`src/rtl/unpooler_pkg.sv`:
```
// rtl/unpooler_pkg.sv - shared types and helpers for the 2x2 unpooler
package unpooler_pkg;

    localparam int DATA_W_DEF = 32;

    // Same encoding the pooler uses, so both blocks decode identically.
    typedef enum logic [1:0] {
        FILL_A = 2'd0,
        FILL_B = 2'd1,
        REPLAY = 2'd2
    } state_t;

    // Counter width for a count range of n values, never below one bit.
    function automatic int cnt_w(input int n);
        return (n <= 1) ? 1 : $clog2(n);
    endfunction

endpackage

```
`src/rtl/unpooler_if.sv`:
```
// rtl/unpooler_if.sv - pixel stream handshake between upstream, unpooler and downstream
//
// ce, data_in      : upstream -> unpooler (data held while pause_inputs=1)
// data_out         : upsampled sample
// valid_op, end_op : new pixel this cycle / last pixel of frame
// pause_inputs     : unpooler -> upstream throttle
interface unpooler_if #(
    parameter int DATA_W = 32
);
    logic              ce;
    logic [DATA_W-1:0] data_in;
    logic [DATA_W-1:0] data_out;
    logic              valid_op;
    logic              end_op;
    logic              pause_inputs;

    modport slave (
        input  ce,
        input  data_in,
        output data_out,
        output valid_op,
        output end_op,
        output pause_inputs
    );

    modport master (
        output ce,
        output data_in,
        input  data_out,
        input  valid_op,
        input  end_op,
        input  pause_inputs
    );
endinterface

```
`src/rtl/unpooler_line_buf.sv`:
```
// rtl/unpooler_line_buf.sv - one pooled row of samples, kept for the replay pass
//
// clk            : write clock
// we/waddr/wdata : synchronous write port
// raddr/rdata    : combinational read port
module unpooler_line_buf #(
    parameter int DATA_W = 32,
    parameter int DEPTH  = 6,
    parameter int AW     = 3
) (
    input  logic              clk,
    input  logic              we,
    input  logic [AW-1:0]     waddr,
    input  logic [DATA_W-1:0] wdata,
    input  logic [AW-1:0]     raddr,
    output logic [DATA_W-1:0] rdata
);
    // Contents are deliberately not reset; every entry is rewritten before it is replayed.
    logic [DATA_W-1:0] mem_q [DEPTH];

    always_ff @(posedge clk) begin
        if (we) begin
            mem_q[waddr] <= wdata;
        end
    end

    assign rdata = mem_q[raddr];

endmodule

```
`src/rtl/unpooler.sv`:
```
// rtl/unpooler.sv - nearest-neighbour 2x2 upsampler (inverse of the 2x2 pooler)
//
// clk          : system clock, rising edge
// master_rst_n : synchronous active-low reset, overrides ce
// bus          : slave side of unpooler_if (ce, data_in in; data_out, valid_op,
//                end_op, pause_inputs out)
module unpooler
    import unpooler_pkg::*;
#(
    parameter int DATA_W = DATA_W_DEF,
    parameter int IN_W   = 6,
    parameter int IN_H   = 6
) (
    input  logic       clk,
    input  logic       master_rst_n,
    unpooler_if.slave  bus
);
    localparam int CW = cnt_w(IN_W);
    // rcnt walks 0..2*IN_W-1; one bit more than col is always enough.
    localparam int RW = CW + 1;
    localparam int HW = cnt_w(IN_H);

    localparam logic [CW-1:0] COL_LAST  = CW'(IN_W - 1);
    localparam logic [RW-1:0] RCNT_LAST = RW'(2 * IN_W - 1);
    localparam logic [HW-1:0] ROW_LAST  = HW'(IN_H - 1);

    state_t            state_q, state_d;
    logic [CW-1:0]     col_q, col_d;
    logic [RW-1:0]     rcnt_q, rcnt_d;
    logic [HW-1:0]     row_q, row_d;
    logic [DATA_W-1:0] data_out_q, data_out_d;
    logic              valid_q, valid_d;
    logic              end_q, end_d;

    logic              buf_we;
    logic [DATA_W-1:0] buf_rdata;

    unpooler_line_buf #(
        .DATA_W (DATA_W),
        .DEPTH  (IN_W),
        .AW     (CW)
    ) u_line_buf (
        .clk    (clk),
        .we     (buf_we),
        .waddr  (col_q),
        .wdata  (bus.data_in),
        .raddr  (rcnt_q[CW:1]),
        .rdata  (buf_rdata)
    );

    always_ff @(posedge clk) begin
        if (!master_rst_n) begin
            state_q    <= FILL_A;
            col_q      <= '0;
            rcnt_q     <= '0;
            row_q      <= '0;
            data_out_q <= '0;
            valid_q    <= 1'b0;
            end_q      <= 1'b0;
        end else begin
            state_q    <= state_d;
            col_q      <= col_d;
            rcnt_q     <= rcnt_d;
            row_q      <= row_d;
            data_out_q <= data_out_d;
            valid_q    <= valid_d;
            end_q      <= end_d;
        end
    end

    // Defaults hold everything and drop the pulses, which is exactly the ce=0 behaviour.
    always_comb begin
        state_d    = state_q;
        col_d      = col_q;
        rcnt_d     = rcnt_q;
        row_d      = row_q;
        data_out_d = data_out_q;
        valid_d    = 1'b0;
        end_d      = 1'b0;
        buf_we     = 1'b0;

        if (bus.ce) begin
            unique case (state_q)
                FILL_A: begin
                    data_out_d = bus.data_in;
                    buf_we     = master_rst_n;
                    valid_d    = 1'b1;
                    state_d    = FILL_B;
                end
                FILL_B: begin
                    // data_out holds: this cycle emits the horizontal duplicate.
                    valid_d = 1'b1;
                    if (col_q == COL_LAST) begin
                        col_d   = '0;
                        rcnt_d  = '0;
                        state_d = REPLAY;
                    end else begin
                        col_d   = col_q + CW'(1);
                        state_d = FILL_A;
                    end
                end
                REPLAY: begin
                    data_out_d = buf_rdata;
                    valid_d    = 1'b1;
                    rcnt_d     = rcnt_q + RW'(1);
                    if (rcnt_q == RCNT_LAST) begin
                        // Leave with rcnt at 0 so FILL_A always starts from a clean count.
                        rcnt_d  = '0;
                        state_d = FILL_A;
                        if (row_q == ROW_LAST) begin
                            end_d = 1'b1;
                            row_d = '0;
                        end else begin
                            row_d = row_q + HW'(1);
                        end
                    end
                end
                default: begin
                    state_d = FILL_A;
                end
            endcase
        end
    end

    assign bus.data_out     = data_out_q;
    assign bus.valid_op     = valid_q;
    assign bus.end_op       = end_q;
    assign bus.pause_inputs = (state_q != FILL_A);

endmodule
```
`src/flat_wrapper.sv`:
```
// flat-port wrapper written by rule: the top's interface ports become plain ports
module unpooler_flat import unpooler_pkg::*;
#(
    parameter int DATA_W = DATA_W_DEF,
    parameter int IN_W   = 6,
    parameter int IN_H   = 6
)
  (clk, master_rst_n, bus_ce, bus_data_in, bus_data_out, bus_valid_op, bus_end_op, bus_pause_inputs);
  unpooler_if #(.DATA_W(DATA_W)) bus_i ();
  input  logic clk;
  input  logic master_rst_n;
  input wire logic [$bits(bus_i.ce)-1:0] bus_ce;
  input wire logic [$bits(bus_i.data_in)-1:0] bus_data_in;
  output wire logic [$bits(bus_i.data_out)-1:0] bus_data_out;
  output wire logic [$bits(bus_i.valid_op)-1:0] bus_valid_op;
  output wire logic [$bits(bus_i.end_op)-1:0] bus_end_op;
  output wire logic [$bits(bus_i.pause_inputs)-1:0] bus_pause_inputs;
  assign bus_i.ce = bus_ce;
  assign bus_i.data_in = bus_data_in;
  assign bus_data_out = bus_i.data_out;
  assign bus_valid_op = bus_i.valid_op;
  assign bus_end_op = bus_i.end_op;
  assign bus_pause_inputs = bus_i.pause_inputs;
  unpooler #(.DATA_W(DATA_W), .IN_W(IN_W), .IN_H(IN_H)) u_core (.clk(clk), .master_rst_n(master_rst_n), .bus(bus_i));
endmodule
```
`config.mk`:
```
export PLATFORM = sky130hd
export DESIGN_NAME = unpooler_flat
export DESIGN_NICKNAME = d
export VERILOG_FILES = /design/src/rtl/unpooler_pkg.sv /design/src/rtl/unpooler_if.sv /design/src/rtl/unpooler_line_buf.sv /design/src/rtl/unpooler.sv /design/src/flat_wrapper.sv
export SDC_FILE = /design/constraint.sdc
export NUM_CORES = 1
export LEC_CHECK = 0
export CORE_ASPECT_RATIO = 2
export CORE_MARGIN = 5
export CORE_UTILIZATION = 55
export DETAILED_ROUTE_END_ITERATION = 10
export PLACE_DENSITY = 0.76
export SYNTH_ARGS = -nofsm -noshare
export SYNTH_HDL_FRONTEND = slang
export SYNTH_SLANG_ARGS = --single-unit
```
`constraint.sdc`:
```
create_clock -name clk -period 4.73 [get_ports clk]
set_clock_uncertainty 0.1 [all_clocks]
set_input_delay 0.946 -clock clk [delete_from_list [all_inputs] [get_ports clk]]
set_output_delay 0.946 -clock clk [all_outputs]
set_load 0.01 [all_outputs]
```
* Word-level counts from Yosys, hierarchy flattened
Memory sizes are Yosys's and may differ from the RTL's. A register that Yosys moved wholly into a read port is not among the register bits.
Index checks and enable logic that the tools add are counted.
** Operators by class
- Muxes and demuxes :: 17
- Equal/unequal tests :: 7
- Add/sub/neg operators :: 3
- Reduce and logical (&&, ||, !) cells :: 12
** Operator list (number)
- case mux 32 bit (2 select lines) :: 1
- two-way mux 3 bit :: 4
- two-way mux 4 bit :: 2
- case mux 4 bit (2 select lines) :: 1
- AND reduction 2 bit :: 4
- adder 3 x 1 -> 3 bit (second input constant) :: 2
- equality test 3 bit (second input constant) :: 2
- two-way mux 1 bit :: 6
- case mux 2 bit (3 select lines) :: 1
- AND reduction 3 bit :: 2
- nonzero test 2 bit :: 3
- adder 4 x 1 -> 4 bit (second input constant) :: 1
- equality test 4 bit (second input constant) :: 1
- two-way mux 2 bit :: 2
- != test 2 x 1 -> 1 bit (second input constant) :: 2
- AND reduction 4 bit :: 1
- OR reduction 3 bit :: 1
- equality test 2 x 1 -> 1 bit (second input constant) :: 1
- equality test 2 bit (second input constant) :: 1
- zero test 2 bit :: 1
** Storage, ports and cells
- Flip-flop bits (word level) :: 46
- Output and inout bits :: 35
- Memory bits (writable) :: 192
- Memories :: 1
** Memory list
- u_core.u_line_buf.mem_q :: depth 6, bits a word 32, rd ports 1, clocked after Yosys merged registers in 1, write ports 1, RTL line unpooler_line_buf.sv:19 : logic [DATA_W-1:0] mem_q [DEPTH];

* Depth between registers and ports, before layout
- Depth after elaboration :: 5
- Mapped depth :: 5

* Hierarchy
A second synthesis with hierarchy kept.
** Second synthesis, totals
- Cells, all modules :: 604
- Area total of the unflattened synthesis :: 9505.4 um2
** By module, submodules not included
- unpooler_line_buf :: times used 1, cells an instance 386, seq. area each 5765.5 um2, area each 7418.4 um2
- unpooler :: times used 1, cells an instance 218, seq. area each 920.9 um2, area each 2087.0 um2

* Least setup slack after synthesis
Ideal clock, no wire load.
- Kind :: input port to flip-flop
- From :: input port bus_ce
- To :: memory u_core.u_line_buf.mem_q[2][0], enable pin
- Path buffers :: 1
- Path slack :: 350 ps
- Arrival :: 3812 ps
- Stages on the path :: 4
- Path through :: buf_4 -> and4bb_2 -> nand2b_1 -> nor3b_1
** On the way
- Longest elaborated chain between the ends :: 3
** Ends and longest elaborated chain
- start, declared :: RTL line flat_wrapper.sv:12 : input wire logic [$bits(bus_i.ce)-1:0] bus_ce;
- two-way mux 1 bit :: RTL line unpooler.sv:82 : if (bus.ce) begin
- two-way mux 1 bit :: RTL line unpooler_line_buf.sv:22 : if (we) begin
- two-way mux 1 bit (implied by the code) :: RTL line unpooler_line_buf.sv:23 : mem_q[waddr] <= wdata;
- end, declared :: RTL line unpooler_line_buf.sv:19
No other way between the ends.

* Worst setup path after layout
- From :: register u_core.state_q[0]
- To :: output port bus_pause_inputs
** On the way
- Longest elaborated chain between the ends :: 1
** Ends and longest elaborated chain
- start, declared :: RTL line unpooler.sv:27 : state_t state_q, state_d;
- start signal, assigned :: RTL line unpooler.sv:61 : state_q <= state_d;
- nonzero test 2 bit :: RTL line unpooler.sv:128 : assign bus.pause_inputs = (state_q != FILL_A);
- end, declared :: RTL line flat_wrapper.sv:17 : output wire logic [$bits(bus_i.pause_inputs)-1:0] bus_pause_inputs;
No other way between the ends.

==> summary.md <==
| Metric | Value |
|---|---|
| Main synth FF type | edfxtp_1 |
| Minimum clock period after layout | 3.53 ns |
| Met3 global-route usage | 2.74% |
| Synth area leader | edfxtp_1 |
| GRT met1 Usage | 26.2% |
| Multi-input logic area | 2560 um2 |
| Startpoint types | register |
| Root Driver | clkbuf_16 |
| Synth Warn # | 0 |
| Logic pwr share | 5.3% |
| Final Max Tran Viols | 0 |
| Tightest Pin Transition | 0.954 ns |
| Synth area leaders | edfxtp_1 61%, dfxtp_1 10%, mux2i_1 6.9% |
| Sequential share of power | 54.2% |
| Area Growth Syn to Fin | 16.8% |
| CTS H-tree lvls | 1 |
| DRT Wirelength | 21.6 mm |
| Status | finished clean |
| VDD IR-drop max | 340 uV |
| Pwr Density | 391 nW/um2 |
| Register area share after synthesis | 70.8% |
| Largest net degree at the start of global routing | 43 |
| Buf/Inv on CP | 2 |
| Crit path max-delay family | flip-flops |
| ANT nets after route | 0 |
| Post-Syn Instances | 615 |
| Overflow after GRT | 0 |
| Seq cells post-synth | 241 |
| Area share of the largest cell type after synthesis | 60.5% |
| Top-count cell post-synth | edfxtp_1 |
| Met2 Use GR | 37.1% |
| CTS tree | built |
| Leakage power | 3.46 nW |
| Fin nets | 708 |
| Fill cell count | 1206 |
| Post-synthesis average cell area | 15.5 um2 |
| Global-route usage over all layers | 21.5% |
| Post-CTS setup buffer count | 0 |
| RSZ-0062 raised after global routing | false |
| Hold Buf Count CTS | 0 |
| Crit end category | primary output |
| Syn Nets | 651 |
| Placed cells | 860 |
| Sequential cell area | 6750 um2 |
| Starting Density | 55.4% |
| CP max FO | 24 |
| Number of global-route vias before repair | 6228 |
| Vias per std cell | 6.53 |
| CTS Buffer Depth | 3 |
| Synth Cell Area | 9530 um2 |
| Io pins | 70 |
| Clock latency at the later pin of the worst-skew pair | 0.49 ns |
| R2R Setup Slk | 1.84 ns |
| Die Area | 20200 um2 |
| Port-buffer cells | 69 |
| First-pass GRT wire length | 33.2 mm |
| Post-synth EDFFs | 192 |
| CP Data Arrival Time | 2.49 ns |
| Pre-antenna DRT Iters | 5 |
| DP Wirelength | 12.7 mm |
| Distinct cells, synth | 43 |
| Setup TNS | 0 ns |
| Die Y | 196 um |
| DR DRC count | 0 |
| Die X | 103 um |
| FP Rows | 68 |
| Synth async-reset ratio | 0% |
| CP max-delay cell | dfxtp_1 |
| Share of layout cells above drive strength 1 | 9.18% |
| Num CTS Buffers | 20 |
| Max-cap violations | 0 |
| CP peak stage delay | 0.92 ns |
| Endpoints failing hold | 0 |
| Sw frac | 19.9% |
| Critical Path, Cell by Cell | buf_4, or2_2, clkdlybuf4s50_1 |
| Sink Count | 241 |
| Worst Hold Class | register to register |
| Final setup vio count | 0 |
| Clk pin slew, worst setup/hold paths | 0.07 ns |
| Core area | 17200 um2 |
| P_int | 3.49 mW |
| Iter 0 DRT Violations | 377 |
| NetSw | 0.865 mW |
| Period utilization | 74.7% |
| Max_slew headroom | 36.3% |
| Fmax achieved | 0.283 GHz |
| Commonest cells post-synth | 192 x edfxtp_1, 66 x mux2i_1, 49 x dfxtp_1, 40 x nand2_1, 33 x o21ai_0 |
| Initial antenna violation count | 1 |
| Final Wtd Congestion | 0.752 |
| Grt peak-use layer | met2 |
| Post-Layout Cell Count | 897 |
| Via Count | 5856 |
| Clock network power share | 40.6% |
| CTS resizes | 0 |
| Worst path required time | 3.68 ns |
| Mean routed wirelength per cell | 24.0 um |
| Worst Path Class, Setup | register to primary output |
[cell usage in the layout (no fill, tap or decap), drive strengths merged, types with 2 or more instances in the layout]
master / n
a21oi: 6
nor2: 5
edfxtp: 192
or4b: 32
inv: 5
o21ai: 33
nand3b: 5
o22a: 32
nand4: 2
and2: 2
mux2i: 66
buf: 14
o211ai: 3
nor3: 3
nand2: 40
nor2b: 2
nand2b: 4
bufinv: 4
clkbuf: 24
clkdlybuf4s50: 69
or2: 3
or3: 6
clkinv: 6
a221oi: 32
a311oi: 32
dfxtp: 49
[routing by layer]
layer	vias up	wire, um
met3	66	1300
met4	0	899
met1	2925	7730
li1	2610	-
met5	-	0
met2	255	11600
[worst reg2reg max path: cells and delay by family, from the launching register on]
family                 cells  cell delay [ns]
buffers and inverters      2             0.66
DFF                        1             0.61
and+or+nand+nor            3             1.19
[worst paths after layout]
check | from | to | cells after the start
worst max-delay path | u_core.state_q[0] | bus_pause_inputs | 3
worst min-delay path | u_core.row_q[1] | u_core.bus.end_op | 1
worst max register to register | u_core.state_q[0] | u_core.u_line_buf.mem_q[0][2] | 5
worst min register to register | u_core.row_q[1] | u_core.bus.end_op | 1
[final cells by class]
cell class	instances	share of cell area, %
multi-input combinational	323	23.0
antenna	1	0.0225
clock buffer	24	4.91
inverter	3	0.101
tap	210	2.36
timing repair buffer	83	7.48
clock inverter	12	1.46
sequential	241	60.6
[power by group through the flow]
stage | sequential [mW] | clock, mW | combinational, mW
floorplan | 2.40 | 0 | 0.0902
global placement | 2.40 | 0 | 0.221
detailed placement | 2.40 | 0 | 0.230
CTS | 2.36 | 1.80 | 0.232
global route | 2.36 | 1.89 | 0.248
finish | 2.36 | 1.76 | 0.230
[state kept, by name, indices dropped and copies added (netlist names), named ones only]
name	cells
u_core.bus.end_op	1
u_core.col_q	3
u_core.row_q	3
u_core.rcnt_q	4
u_core.bus.data_out	32
u_core.state_q	2
u_core.bus.valid_op	1
u_core.u_line_buf.mem_q	192
[cells by family (layout without fill, tap and decap cells)]
family,Yosys count,count (layout),synth area share [%]
buffers and inverters,51,122,2.64
muxes,66,66,6.93
AOI/OAI and AO/OA,143,143,11.5
DFF,241,241,70.8
adders and majority gates,1,1,0.131
xor gates and xnor gates,1,1,0.0919
other,0,1,0
and+or+nand+nor,112,112,7.90
[metrics by stage]
step | utilization, % | hold WS (ns) | area (um2) | total power, mW | worst slack (ns)
after floorplan | - | 0.314 | 9530 | 2.49 | 0.350
after global placement | 60.6 | 0.324 | 10400 | 2.62 | 1.26
after detailed placement | 60.6 | 0.345 | 10400 | 2.63 | 1.25
after CTS | 64.8 | 0.353 | 11100 | 4.38 | 1.20
after global routing | 64.8 | 0.366 | 11100 | 4.50 | 1.12
final | 64.8 | 0.353 | 11100 | 4.35 | 1.20
(Power assumes the default switching activity.)
